File: src/rtl/arb_request_agent.sv
// arb_request_agent: per-channel job counters driving a request vector,
// owner tracking and an optional OWN watchdog (macro ARB_AGENT_TIMEOUT_EN).
module arb_request_agent #(
  parameter int WIDTH   = 8,
  parameter int CNT_W   = 4,
  parameter int TIMEOUT = 64
) (
  input  logic             clk,
  input  logic             rst,
  input  logic [WIDTH-1:0] enq,
  input  logic [WIDTH-1:0] grant,
  input  logic             done,
  output logic [WIDTH-1:0] request,
  output logic [WIDTH-1:0] owner,
  output logic             busy,
  output logic             overflow,
  output logic             grant_err,
  output logic             timeout
);

  typedef enum logic [1:0] {
    IDLE,
    OWN,
    RELEASE
  } state_t;

  localparam logic [CNT_W-1:0] CNT_ONE = {{(CNT_W-1){1'b0}}, 1'b1};
  localparam logic [WIDTH-1:0] GNT_ONE = {{(WIDTH-1){1'b0}}, 1'b1};

  // A zero watchdog limit would release on the very first OWN cycle
  // before any work could happen, so reject it at elaboration.
  if (TIMEOUT < 1) begin : g_bad_timeout
    $error("TIMEOUT must be at least 1");
  end

  state_t           state_q, state_d;
  logic [CNT_W-1:0] cnt_q [WIDTH];
  logic [CNT_W-1:0] cnt_d [WIDTH];
  logic [WIDTH-1:0] request_q, request_d;
  logic [WIDTH-1:0] owner_q, owner_d;
  logic             ovf_q, ovf_d;
  logic             gerr_q, gerr_d;
  logic             accept;
  logic             gnt_onehot;
  logic             wd_expire;
  logic             hold_owner;

  assign gnt_onehot = (grant != '0) &&
                      ((grant & (grant - GNT_ONE)) == '0);

  // Next state, owner capture and illegal-grant detection.
  always_comb begin
    state_d = state_q;
    owner_d = owner_q;
    gerr_d  = gerr_q;
    accept  = 1'b0;
    unique case (state_q)
      IDLE: begin
        if (grant != '0) begin
          if (gnt_onehot && ((grant & request_q) != '0)) begin
            accept  = 1'b1;
            owner_d = grant;
            state_d = OWN;
          end else begin
            gerr_d = 1'b1;
          end
        end
      end
      OWN: begin
        if (done || wd_expire) begin
          state_d = RELEASE;
          owner_d = '0;
        end
      end
      RELEASE: begin
        owner_d = '0;
        state_d = IDLE;
      end
      default: begin
        owner_d = '0;
        state_d = IDLE;
      end
    endcase
  end

  // Saturating per-channel job counters; enq and accept cancel out.
  always_comb begin
    ovf_d = ovf_q;
    for (int i = 0; i < WIDTH; i++) begin
      cnt_d[i] = cnt_q[i];
      if (enq[i] && !(accept && grant[i])) begin
        if (&cnt_q[i]) begin
          ovf_d = 1'b1;
        end else begin
          cnt_d[i] = cnt_q[i] + CNT_ONE;
        end
      end else if (!enq[i] && accept && grant[i]) begin
        cnt_d[i] = cnt_q[i] - CNT_ONE;
      end
    end
  end

  // Request pending channels, except the owner while it holds the resource.
  always_comb begin
    hold_owner = (state_d == OWN) || (state_d == RELEASE);
    request_d  = '0;
    for (int i = 0; i < WIDTH; i++) begin
      request_d[i] = (cnt_d[i] != '0) && !(hold_owner && owner_d[i]);
    end
    if (state_d == RELEASE) begin
      request_d = '0;
    end
  end

  // Main state, counter and flag registers.
  always_ff @(posedge clk or posedge rst) begin
    if (rst) begin
      state_q   <= IDLE;
      request_q <= '0;
      owner_q   <= '0;
      ovf_q     <= 1'b0;
      gerr_q    <= 1'b0;
      for (int i = 0; i < WIDTH; i++) begin
        cnt_q[i] <= '0;
      end
    end else begin
      state_q   <= state_d;
      request_q <= request_d;
      owner_q   <= owner_d;
      ovf_q     <= ovf_d;
      gerr_q    <= gerr_d;
      for (int i = 0; i < WIDTH; i++) begin
        cnt_q[i] <= cnt_d[i];
      end
    end
  end

`ifdef ARB_AGENT_TIMEOUT_EN
  localparam int WD_W = $clog2(TIMEOUT + 1);
  localparam logic [WD_W-1:0] WD_LAST = WD_W'(TIMEOUT - 1);
  localparam logic [WD_W-1:0] WD_ONE  = {{(WD_W-1){1'b0}}, 1'b1};

  logic [WD_W-1:0] wd_q;
  logic            tmo_q;

  assign wd_expire = (state_q == OWN) && (wd_q == WD_LAST);

  // Count OWN cycles; expiry without done forces release and flags it.
  always_ff @(posedge clk or posedge rst) begin
    if (rst) begin
      wd_q  <= '0;
      tmo_q <= 1'b0;
    end else begin
      if ((state_q == OWN) && (state_d == OWN)) begin
        wd_q <= wd_q + WD_ONE;
      end else begin
        wd_q <= '0;
      end
      if (wd_expire && !done) begin
        tmo_q <= 1'b1;
      end
    end
  end

  assign timeout = tmo_q;
`else
  assign wd_expire = 1'b0;
  assign timeout   = 1'b0;
`endif

  assign request   = request_q;
  assign owner     = owner_q;
  assign busy      = (state_q != IDLE);
  assign overflow  = ovf_q;
  assign grant_err = gerr_q;

endmodule

File: config.mk
export PLATFORM = sky130hd
export DESIGN_NAME = arb_request_agent
export DESIGN_NICKNAME = d
export VERILOG_FILES = /design/src/rtl/arb_request_agent.sv
export SDC_FILE = /design/constraint.sdc
export NUM_CORES = 1
export LEC_CHECK = 0
export ABC_AREA = 1
export CAP_MARGIN = 40
export CORE_ASPECT_RATIO = 1.4
export CORE_MARGIN = 2
export CORE_UTILIZATION = 46
export CTS_CLUSTER_SIZE = 28
export DETAILED_ROUTE_END_ITERATION = 10
export PLACE_DENSITY = 0.67
export SLEW_MARGIN = 20
export SYNTH_ARGS = -nofsm -noshare
export SYNTH_HDL_FRONTEND = slang
export SYNTH_SLANG_ARGS = --single-unit
File: constraint.sdc
create_clock -name clk -period 3.99 [get_ports clk]
set_input_delay 0.399 -clock clk [delete_from_list [all_inputs] [get_ports clk]]
set_output_delay 0.399 -clock clk [all_outputs]
set_load 0.01 [all_outputs]
==> Implementation_results.wiki <==
{| class="wikitable"
! Metric !! Value
|-
| Area overhead of the layout relative to synthesis || 15.8%
|-
| Cell Chain, Critical Path || clkdlybuf4s50_1, inv_1, nand2_1, nor2_1, nand2_1, nand2_2, nand2_1, nor2_1, nand3_1, inv_1, nor2_1, ha_1, inv_1, nand2_1, nand2_1, nor2_1
|-
| Mapped Avg Cell Area || approximately 6.5 sq um
|-
| Data required time at the worst endpoint || 4.17 ns
|-
| Final-layout worst hold slack || 0.490 ns
|-
| Maximum clock frequency || 0.336 GHz
|-
| Die Y-Extent || approximately 110 microns
|-
| Global-route wire length before repair || roughly 17 mm
|-
| Startpoint kind of the worst setup timing path || input pin
|-
| Number of warnings issued by yosys || 0
|-
| Total wire length after detailed routing || 10.3 mm
|-
| Pin count of the biggest net entering global routing || 29
|-
| Post-synthesis sequential area ratio || 33.0%
|-
| Worst Skew || between 0.004 and 0.005 ns
|-
| Number of synthesized register bits || 52
|-
| Clock insertion delay at the later pin of the skew report || 0.29 ns
|-
| Data arrival time of the worst path || 3.16 ns
|-
| Pins Over Slew Limit || 0
|-
| Leakage || between 2 and 2.5 nW
|-
| Sequential cell area in the final layout || 1300 sq um
|-
| Clock edge transition at the registers on the reported setup and hold paths || 0.07 ns
|-
| CP startpoint || grant[1]
|-
| Total Neg Setup Slack || 0 ns
|-
| Initial antenna violation count || 0
|-
| Die X-Extent || roughly 82 microns
|-
| Post-CTS Hold Buffers || 0
|-
| Unrepaired setup endpoints after global routing || false
|-
| Worst Reg2Reg Path Length in Cells || 14
|-
| Initial Utilization || 46.6%
|-
| Number of fill cells in the layout || approximately 800
|-
| Area of the core region || 8460 sq um
|-
| Library cell appearing most often on the critical path || sky130_fd_sc_hd__nand2_1
|-
| Max Buffers Root-to-Sink || 2
|-
| Outcome || finished clean
|-
| Crit path setup slack, layout || 1.01 ns
|-
| Hold Violations, Final || 0
|-
| Worst reg2reg endpoint || request[0]
|-
| Mapped Nets || around 640
|-
| Setup slack of the worst register-to-register path || approximately 1.6 ns
|-
| Number of standard-cell rows in the floorplan || 40
|-
| Via count of the first global-routing pass || about 3800
|-
| Crit end category || flop
|-
| Worst vdd rail ir drop || 0.000278 V
|-
| First-pass iteration count of the detailed router || 5
|-
| Clock tree root driver cell || sky130_fd_sc_hd__clkbuf_16
|-
| Tightest slew margin relative to the limit || 59.8%
|-
| Clk sinks || 52
|-
| Category of cells accounting for the largest share of critical-path delay || simple AND/OR/NAND/NOR gates
|-
| Post-synthesis instance total || 608
|-
| Resize count post-CTS || 0
|-
| Portion of the clock cycle consumed by the worst path in the final layout || 74.7%
|-
| Beginning of the worst register-to-register path || request[2]
|-
| H-Tree Level Count || 2
|-
| Number of max-cap violations || 0
|-
| Global route total overflow || 0
|-
| Shortest period the worst path allows || slightly below 3 ns
|-
| End point of the critical path || request[0]
|-
| Detailed Route Iter0 Violations || ~170
|-
| Sum of net half-perimeters after detailed placement || 7.98 mm
|-
| Top-Level Pins || 39
|-
| Worst-Margin Slew || ~0.6 ns
|-
| Number of setup violations in the final report || 0
|-
| Post-synth design cell area || 3950 sq um
|-
| Post-CTS setup-driven buffer insertion count || 0
|-
| Via count || around 4000
|-
| Area occupied by multi-input gates || roughly 2200 sq um
|-
| Kind of path behind the tightest hold check || in2async
|-
| Residual DRC || 0
|-
| Number of buffers inserted during clock tree synthesis || 5
|-
| Global placer's final weighted congestion || a little under 1
|-
| Antenna cell count || 0
|-
| Total power per unit cell area || 555 nW/um^2
|-
| Layout cells sized above 1 || 4.47%
|-
| Crit-path slowest cell || sky130_fd_sc_hd__clkdlybuf4s50_1
|-
| Critical path fanouts, max || 12
|-
| TritonCTS clock tree || built
|-
| Area of the die || 9340 sq um
|-
| Final nets || 685
|-
| Stages on worst setup path || 16
|-
| Critical path's largest stage delay || ~0.55 ns
|-
| Post-place setup slack || 0.743 ns
|-
| Port buffer count || 37
|-
| Post-route ant nets || 0
|-
| Synth unique cells || 32
|-
| Total global routing track utilization || 23.8%
|-
| Vias per std cell || 5.27
|-
| Crit Path Class || in2reg
|-
| Average wire per cell in the routed design || 13.7 microns
|-
| Worst Path Buf+Inv || 4
|}
-- cell usage in the layout, fill, tap and decap left out, types with 3 or more instances in the layout --
master,count
sky130_fd_sc_hd__inv_1,120
sky130_fd_sc_hd__ha_1,17
sky130_fd_sc_hd__nor3_1,14
sky130_fd_sc_hd__xor2_1,8
sky130_fd_sc_hd__o211ai_1,5
sky130_fd_sc_hd__nand4_1,21
sky130_fd_sc_hd__o22ai_1,8
sky130_fd_sc_hd__nand3_2,4
sky130_fd_sc_hd__nor2_1,58
sky130_fd_sc_hd__nand2_1,169
sky130_fd_sc_hd__nor2_2,5
sky130_fd_sc_hd__nand3_1,81
sky130_fd_sc_hd__nand3b_1,3
sky130_fd_sc_hd__clkdlybuf4s50_1,37
sky130_fd_sc_hd__nand4_2,3
sky130_fd_sc_hd__o21ai_0,12
sky130_fd_sc_hd__dfrtp_1,52
sky130_fd_sc_hd__a21oi_1,10
sky130_fd_sc_hd__clkbuf_16,5
-- cell usage after synthesis (all sizes together) --
cell | instances | area [sq um]
clkinv | 1 | 3.75
nand3b | 3 | 22.5
inv | 122 | 458
nand4 | 24 | 169
conb | 1 | 3.75
nor3 | 14 | 70.1
ha | 17 | 213
clkbuf | 1 | 3.75
dfrtp | 52 | 1300
o21ai | 13 | 68.8
a31o | 1 | 8.76
o22ai | 8 | 50.1
nor2 | 64 | 258
a21oi | 11 | 66.3
nand3 | 85 | 445
or2 | 2 | 12.5
nand2 | 170 | 641
xor2 | 8 | 70.1
o211ai | 5 | 37.5
buf | 4 | 27.5
o21bai | 2 | 15.0
-- worst min path at each step --
stage | start | to | slack, ns | cells after the start
6_report | rst | cnt_q[11] | 0.49 | 2
5_1_grt | grant_err | grant_err | 0.53 | 1
4_1_cts | rst | cnt_q[11] | 0.51 | 2
3_5_place_dp | grant_err | grant_err | 0.50 | 1
3_3_place_gp | grant_err | grant_err | 0.49 | 1
2_1_floorplan | state_q[1] | state_q[1] | 0.50 | 3
-- sequential cells by signal, indices dropped and copies added, names as in the netlist --
| signal | count |
|---|---|
| request | 8 |
| overflow | 1 |
| cnt_q | 32 |
| state_q | 2 |
| grant_err | 1 |
| owner | 8 |
-- final cells by class --
cell class                 instances  area share [%]
timing repair buffer              39            8.44
clock inverter                     1           0.110
sequential                        52            28.5
inverter                         123            10.1
tap                              105            2.88
multi-input combinational        428            47.2
clock buffer                       6            2.82
-- where the power goes --
part           internal, W  switching, W  total, W  leakage (nW)
Combinational     0.000463      0.000704   0.00117          1.75
Sequential        0.000710      0.000241  0.000951         0.587
Clock             0.000229      0.000188  0.000417        0.0667
Total              0.00140       0.00113   0.00253          2.40
-- routing by layer --
layer | vias up | wire length (microns) | track usage [%]
li1 | 2012 | - | -
met1 | 1859 | 4170 | 25.9
met3 | 19 | 322 | 3.01
met2 | 83 | 5570 | 45.1
met5 | - | 0 | 0
met4 | 0 | 246 | 8.67
-- worst reg2reg max path: stages (launching register included) --
cell and delay, ns:
sky130_fd_sc_hd__dfrtp_1 0.39, sky130_fd_sc_hd__nand2_1 0.09, sky130_fd_sc_hd__nand2_1 0.10, sky130_fd_sc_hd__nor2_1 0.04, sky130_fd_sc_hd__nand2_1 0.08, sky130_fd_sc_hd__inv_1 0.05
sky130_fd_sc_hd__nor2_1 0.13, sky130_fd_sc_hd__nand3_1 0.40, sky130_fd_sc_hd__inv_1 0.15, sky130_fd_sc_hd__nor2_1 0.07, sky130_fd_sc_hd__ha_1 0.29, sky130_fd_sc_hd__inv_1 0.27
sky130_fd_sc_hd__nand2_1 0.11, sky130_fd_sc_hd__nand2_1 0.09, sky130_fd_sc_hd__nor2_1 0.05
-- cell families (layout without fill, tap and decap cells) --
kind of cell,Yosys count,count (layout),synth area share [%]
other cells,1,1,0.0951
compound gates,40,40,6.25
fa+ha+maj,17,17,5.39
xor+xnor,8,8,1.78
flops,52,52,33.0
buf+inv,128,169,12.5
simple gates,362,362,41.0
-- metrics by stage --
stage	power [W]	util [%]	cell area [sq um]	cells
6_report	0.00253	54.0	4570	754
5_1_grt	0.00279	54.0	4570	754
4_1_cts	0.00255	54.0	4570	754
3_5_place_dp	0.00211	52.4	4430	747
3_3_place_gp	0.00207	52.4	4430	747
2_1_floorplan	0.00176	-	3950	608
(Power assumes the default switching activity.)
